--- config.mk ---
export PLATFORM = sky130hd
export DESIGN_NAME = piso_serializer
export DESIGN_NICKNAME = d
export VERILOG_FILES = /design/src/rtl/shift_pkg.sv /design/src/rtl/piso_serializer.sv
export SDC_FILE = /design/constraint.sdc
export NUM_CORES = 1
export LEC_CHECK = 0
export BUFFER_PORTS_ARGS = -buffer_cell sky130_fd_sc_hd__buf_2
export CORE_UTILIZATION = 47
export CTS_CLUSTER_SIZE = 28
export DETAILED_ROUTE_END_ITERATION = 10
export GPL_ROUTABILITY_DRIVEN = 1
export PLACE_DENSITY_LB_ADDON = 0.1
export SLEW_MARGIN = 20
export SYNTH_ARGS = -nofsm -noshare
export SYNTH_HDL_FRONTEND = slang
export SYNTH_SLANG_ARGS = --single-unit
export TNS_END_PERCENT = 100
--- constraint.sdc ---
create_clock -name clk -period 1.5 [get_ports clk]
set_input_delay 0.3 -clock clk [delete_from_list [all_inputs] [get_ports clk]]
set_output_delay 0.3 -clock clk [all_outputs]
set_load 0.02 [all_outputs]
--- src/rtl/shift_pkg.sv ---
// Shared definitions for the serial shift blocks (piso_serializer and its
// receive partner shift_reg).
//   state_t   : two-state frame controller encoding
//   cnt_width : bit-counter width for a given word length
package shift_pkg;

    typedef enum logic {
        ST_IDLE  = 1'b0,
        ST_SHIFT = 1'b1
    } state_t;

    // $clog2 returns 0 for a width of 1; the counter always needs at least
    // one bit.
    function automatic int unsigned cnt_width(input int unsigned width);
        return (width <= 2) ? 1 : $clog2(width);
    endfunction

endpackage

--- src/rtl/piso_serializer.sv ---
// Parallel-in / serial-out serializer. Accepts a WIDTH-bit word on a
// valid/ready handshake and emits it one bit per shift_en edge. Words
// stream back-to-back with no idle bit between frames.
//
// Ports:
//   clk          in   clock, rising edge
//   rst          in   synchronous active-high reset
//   load_data    in   word to serialize
//   load_valid   in   load_data is valid
//   load_ready   out  word can be accepted this cycle (combinational)
//   shift_en     in   consumer takes the current bit on this edge
//   serial_out   out  current frame bit (registered)
//   serial_valid out  serial_out carries a frame bit
//   frame_done   out  one-cycle pulse after the last bit is taken
//   busy         out  frame in progress (same as serial_valid)
//
// state    | meaning
// ---------+--------------------------------------------------------
// ST_IDLE  | no frame; outputs low, shift_en ignored, ready for a word
// ST_SHIFT | frame in flight; counter holds index of bit on serial_out
module piso_serializer
    import shift_pkg::*;
#(
    parameter int WIDTH     = 8,
    parameter bit MSB_FIRST = 1'b1
) (
    input  logic             clk,
    input  logic             rst,
    input  logic [WIDTH-1:0] load_data,
    input  logic             load_valid,
    output logic             load_ready,
    input  logic             shift_en,
    output logic             serial_out,
    output logic             serial_valid,
    output logic             frame_done,
    output logic             busy
);

    localparam int unsigned     CW   = cnt_width(WIDTH);
    localparam logic [CW-1:0]   LAST = CW'(WIDTH - 1);

    state_t           state_q, state_d;
    logic [WIDTH-1:0] sreg_q, sreg_d;
    logic [CW-1:0]    cnt_q, cnt_d;
    logic             sout_q, sout_d;
    logic             svalid_q, svalid_d;
    logic             fdone_q, fdone_d;

    logic             last_bit;
    logic             accept;
    logic [WIDTH-1:0] sreg_shifted;

    function automatic logic out_bit(input logic [WIDTH-1:0] w);
        return MSB_FIRST ? w[WIDTH-1] : w[0];
    endfunction

    assign last_bit   = (state_q == ST_SHIFT) && (cnt_q == LAST) && shift_en;
    assign load_ready = (state_q == ST_IDLE) || last_bit;
    assign accept     = load_valid && load_ready;

    // Shift toward the output end, zero fill. After WIDTH shifts the register
    // is all zero, so serial_out naturally reads 0 on return to idle.
    assign sreg_shifted = MSB_FIRST ? {sreg_q[WIDTH-2:0], 1'b0}
                                    : {1'b0, sreg_q[WIDTH-1:1]};

    always_comb begin
        state_d  = state_q;
        sreg_d   = sreg_q;
        cnt_d    = cnt_q;
        sout_d   = sout_q;
        svalid_d = svalid_q;
        fdone_d  = 1'b0;

        if (accept) begin
            // Covers both a fresh load from idle and the gapless reload on
            // the last-bit edge of the current frame.
            state_d  = ST_SHIFT;
            sreg_d   = load_data;
            cnt_d    = '0;
            sout_d   = out_bit(load_data);
            svalid_d = 1'b1;
            fdone_d  = last_bit;
        end else if ((state_q == ST_SHIFT) && shift_en) begin
            sreg_d = sreg_shifted;
            if (cnt_q == LAST) begin
                state_d  = ST_IDLE;
                cnt_d    = '0;
                sout_d   = 1'b0;
                svalid_d = 1'b0;
                fdone_d  = 1'b1;
            end else begin
                cnt_d  = cnt_q + CW'(1);
                sout_d = out_bit(sreg_shifted);
            end
        end
    end

    always_ff @(posedge clk) begin
        if (rst) begin
            state_q  <= ST_IDLE;
            sreg_q   <= '0;
            cnt_q    <= '0;
            sout_q   <= 1'b0;
            svalid_q <= 1'b0;
            fdone_q  <= 1'b0;
        end else begin
            state_q  <= state_d;
            sreg_q   <= sreg_d;
            cnt_q    <= cnt_d;
            sout_q   <= sout_d;
            svalid_q <= svalid_d;
            fdone_q  <= fdone_d;
        end
    end

    assign serial_out   = sout_q;
    assign serial_valid = svalid_q;
    assign frame_done   = fdone_q;
    assign busy         = svalid_q;

endmodule

-- Yosys cells after proc, flatten, opt, wreduce, memory -nomap -nowiden
Cells that the tools add are included.
- $add $sub $neg: 1
- eq/ne operators: 1
- muxes and demuxes: 12
- bitwise operators: 1
- reductions and logical operators: 9
- operator list (operator ; number):
    2-to-1 mux 7 bit ; 2
    2-to-1 mux 1 bit ; 9
    logical AND 1 bit ; 4
    nonzero test 2 bit ; 2
    adder 3 x 1 -> 3 bit, second input constant ; 1
    equality test 3 bit, second input constant ; 1
    2-to-1 mux 3 bit ; 1
    AND reduction 2 bit ; 1
    OR reduction 2 bit ; 1
    logical OR 1 bit ; 1
    inverter 1 bit ; 1
- flip-flop bits (word level): 13
- logic and storage cells: 29

-- Longest topological paths before layout
- depth after elaboration: 7
- depth in mapped cells: 5
- gate-level depth less buffers: 5

-- Worst setup path before layout
Ideal clock, no wire load.
- path kind: flip-flop to flip-flop
- start: register cnt_q[0]
- end: register sreg_q[3]
- setup time: 103 ps
- data arrival time: 1350 ps
- data required time: 1397 ps
- path slack: 47 ps
- cell stages (with the launch flop): 6
- path buffers: 0
- clock period less this slack: 1453 ps
- cell sequence: dfxtp_1 > ha_1 > ha_1 > nand2_2 > mux2i_1 > a2111oi_2
- cells in the longest elaborated chain, start to end: 6
- elaborated cells between the ends (all ways): 7
- those cells by class: eq/ne (1); mux (1); reduce/logical (5)
- ends and longest elaborated chain (item ; RTL line ; source):
    start, declared ; piso_serializer.sv:44 ; logic [CW-1:0] cnt_q, cnt_d;
    start signal, assigned ; piso_serializer.sv:109 ; cnt_q <= cnt_d;
    equality test 3 bit * ; piso_serializer.sv:57 ; assign last_bit = (state_q == ST_SHIFT) && (cnt_q == LAST) && shift_en;
    logical AND 1 bit * (2 in a row) ; piso_serializer.sv:57 ;
    logical OR 1 bit * ; piso_serializer.sv:58 ; assign load_ready = (state_q == ST_IDLE) || last_bit;
    logical AND 1 bit * ; piso_serializer.sv:59 ; assign accept = load_valid && load_ready;
    2-to-1 mux 7 bit or nonzero test 2 bit (tied branches) ; - ;
    end signal, assigned ; piso_serializer.sv:108 ; sreg_q <= sreg_d;
    end, declared ; piso_serializer.sv:43 ; logic [WIDTH-1:0] sreg_q, sreg_d;
Every way passes the cells marked *; elsewhere a longest branch is shown, timed or not.
A chain may end at the register's enable or synchronous reset.

-- Worst setup path in the final report
- start: register cnt_q[0]
- end: output port load_ready
- cells in the longest elaborated chain, start to end: 4
- ends and longest elaborated chain (item ; RTL line ; source):
    equality test 3 bit ; piso_serializer.sv:57 ;
    logical AND 1 bit (2 in a row) ; piso_serializer.sv:57 ;
    logical OR 1 bit ; piso_serializer.sv:58 ;
    end, declared ; piso_serializer.sv:31 ; output logic load_ready,
No other way between the ends.

==> qor.txt <==
Worst Setup End Kind - primary output
Pwr Density - 769 nW/µm²
Total Power - 0.000799 W
H-Tree Depth - 1
syn_area_per_cell - 9.58 µm²
GRT overflow - 0
port bufs - 16
Worst Clk Skew - 0.00384 ns
final hold violations - 0
worst r2r dst - serial_out
Remaining DRCs - 1
GRT Total Usage - 0.204
achievable frequency - 663 MHz
number of global-route vias before repair - 682
Cell variety after synth - 30
nets - 123
later-pin clock latency in the skew report - 0.28 ns
# setup viols final - 1
Rel. slew slack - 0.770
antenna violations before repair - 0
total CTS buffers - 3
Mapped Nets - 99
Register-to-Register Path Depth - 6
worst hold stages - 3
area grow syn2layout - 27.5%
failing checks - design-rule violations, negative setup slack
Longest Clk Path Bufs - 2
GPL Wtd Cong - 0.807
Hold EP - sreg_q[5]
drt first pass iters - 6
die area - 1900 µm²
Synth Register Bits - 13
initial core utilization - 0.522
# IOs - 17
HP Start - load_data[5]
Die Span Y - 43.6 µm
Avg Vias per Cell - 5.68
Slew Viols, Final - 0
WP data required - 1.20 ns
worst r2r src - cnt_q[0]
P_leak - 0.450 nW
Crit path arrival time - 1.21 ns
final wirelength - 1.75 mm
post-synthesis sequential area ratio - 0.320
core area - 1560 µm²
first-pass GRT wire length - 2.87 mm
clock-pin slew reported for the worst setup and hold paths after clock tree synthesis - 0.08 ns
root buffer cell - clkbuf_4
Worst-Margin Slew - 0.343 ns
RSZ-0062 raised after global routing - true
clock tree from TritonCTS - built
final std cells w/o fill - 124
Max Cap Viol - 0
Gate Count Post-Synth - 85
Setup WS post-layout - -0.00720 ns
row count - 14
largest net degree at the start of global routing - 15
status - complete, but fails checks
Wirelength per Cell - 14.1 µm
layout cells sized above 1 - 0.463
Final min period - 1.51 ns
Post-Syn Area - 815 µm²
hold_buf cts - 0
placed insts - 116
crit path launch type - register
detailed placement HPWL - 1.18 mm
clock sinks - 13
Hold Crit Class - in -> reg
Initial DRC Count - 5
Final ANT Viol Nets - 0
DIE WIDTH - 43.6 µm
CP max FO - 2
Ys Warns - 0
Via Count - 704
Final Cycle Share - 1.00
maximum VDD drop - 581 µV
Setup CP Type - reg -> out
diode count - 0
FF-to-FF setup slack - 0.04 ns
where the power goes:
group | switching (W) | internal (W) | leakage (nW) | total, W
logic | 0.0000965 | 0.0000926 | 0.324 | 0.000189
clock network | 0.000123 | 0.0000992 | 0.0177 | 0.000222
registers | 0.0000194 | 0.000368 | 0.108 | 0.000388
layout by cell type (no fill, tap or decap):
| master | instances |
|---|---|
| a311oi_1 | 1 |
| nand3_1 | 2 |
| a221oi_1 | 2 |
| nor3b_1 | 2 |
| o22ai_2 | 1 |
| nand4_1 | 1 |
| ha_4 | 2 |
| mux2_1 | 1 |
| o21ai_1 | 1 |
| a21oi_1 | 2 |
| or2b_1 | 3 |
| nor2_1 | 10 |
| buf_6 | 2 |
| clkbuf_4 | 3 |
| a211oi_2 | 2 |
| nand2_4 | 2 |
| nand2_8 | 1 |
| o22ai_1 | 2 |
| nor2b_1 | 2 |
| mux2_4 | 2 |
| and2b_1 | 1 |
| dfxtp_2 | 3 |
| clkinv_2 | 1 |
| buf_2 | 15 |
| nand2_1 | 5 |
| nand2b_1 | 5 |
| mux2i_2 | 2 |
| dfxtp_1 | 10 |
| buf_4 | 9 |
| mux2_2 | 1 |
| o221a_1 | 1 |
| a211oi_1 | 2 |
| mux2i_1 | 5 |
| a2111oi_2 | 4 |
metrics by stage:
stage | setup TNS, ns | hold slack (ns) | utilization | setup WS (ns) | cell area, µm²
CTS | -0.0249 | 0.340 | 0.648 | -0.0249 | 1010
floorplan | 0 | 0.369 | - | 0.0469 | 815
finish | -0.00720 | 0.348 | 0.666 | -0.00720 | 1040
global placement | 0 | 0.474 | 0.581 | 0.0426 | 906
detailed placement | 0 | 0.478 | 0.581 | 0.0122 | 906
global route | -0.0980 | 0.348 | 0.666 | -0.0551 | 1040
logic make-up (layout without fill, tap and decap cells):
family          count (synthesis)  in the layout  share of synthesized area
simple gates                   34             34                      0.215
compound gates                 18             18                      0.218
flops                          13             13                      0.320
mux                            11             11                      0.151
buf+inv                         7             30                     0.0660
fa+ha+maj                       2              2                     0.0307
sequential cells by signal, indices dropped and copies added, names as in the netlist:
name / cells
busy: 1
frame_done: 1
cnt_q: 3
sreg_q: 7
serial_out: 1
per-layer routing:
| metal | wire length [µm] | global-route usage | part of all wire | vias up |
|---|---|---|---|---|
| met5 | 0 | 0 | 0 | - |
| li1 | - | - | - | 359 |
| met3 | 87 | 0.0667 | 0.050 | 2 |
| met1 | 756 | 0.231 | 0.43 | 330 |
| met4 | 13 | 0.0563 | 0.0074 | 0 |
| met2 | 887 | 0.364 | 0.51 | 13 |
synth_stat cells, drive strengths merged:
master,instances,share of area
o22ai,3,0.031
a211oi,4,0.049
a2111oi,4,0.074
nor2b,2,0.015
a221oi,2,0.022
nand2,8,0.040
o221a,1,0.014
mux2i,7,0.086
nand3,2,0.012
or2b,3,0.028
nor3b,2,0.018
nor2,10,0.046
o21ai,1,0.0061
a21oi,2,0.012
nand4,1,0.0077
a311oi,1,0.011
mux2,4,0.065
ha,2,0.031
buf,6,0.061
and2b,1,0.0092
nand2b,5,0.038
dfxtp,13,0.32
clkbuf,1,0.0046
critical path, cell delays in order (launching register included):
cell	delay [ns]
dfxtp_2	0.35
ha_4	0.16
ha_4	0.16
nand2_4	0.06
nand2_4	0.05
buf_6	0.14
layout make-up:
cell class	count	area, µm²
Multi-Input combinational cell	65	562
Fill cell	132	520
Sequential cell	13	264
Timing Repair Buffer	26	165
Clock buffer	3	22.5
Tap cell	16	20.0
Clock inverter	1	5.00
timing repair:
| action | CTS | global route |
|---|---|---|
| buffers inserted | 3 | 1 |
| setup endpoints to repair | 3 | 9 |
| gates cloned | 0 | 0 |
| resized for setup | 13 | 5 |
| pin swaps | 1 | 2 |
worst max-delay path by stage:
stage / from / end / slack (ns) / cells past startpoint
2_1_floorplan: cnt_q[0] / sreg_q[3] / 0.05 / 5
5_1_grt: cnt_q[0] / load_ready / -0.06 / 5
3_3_place_gp: cnt_q[0] / sreg_q[2] / 0.04 / 6
3_5_place_dp: cnt_q[0] / sreg_q[1] / 0.01 / 6
4_1_cts: cnt_q[1] / load_ready / -0.02 / 5
6_report: cnt_q[0] / load_ready / -0.007 / 5
No activity file was read; power rests on OpenSTA's default activity.
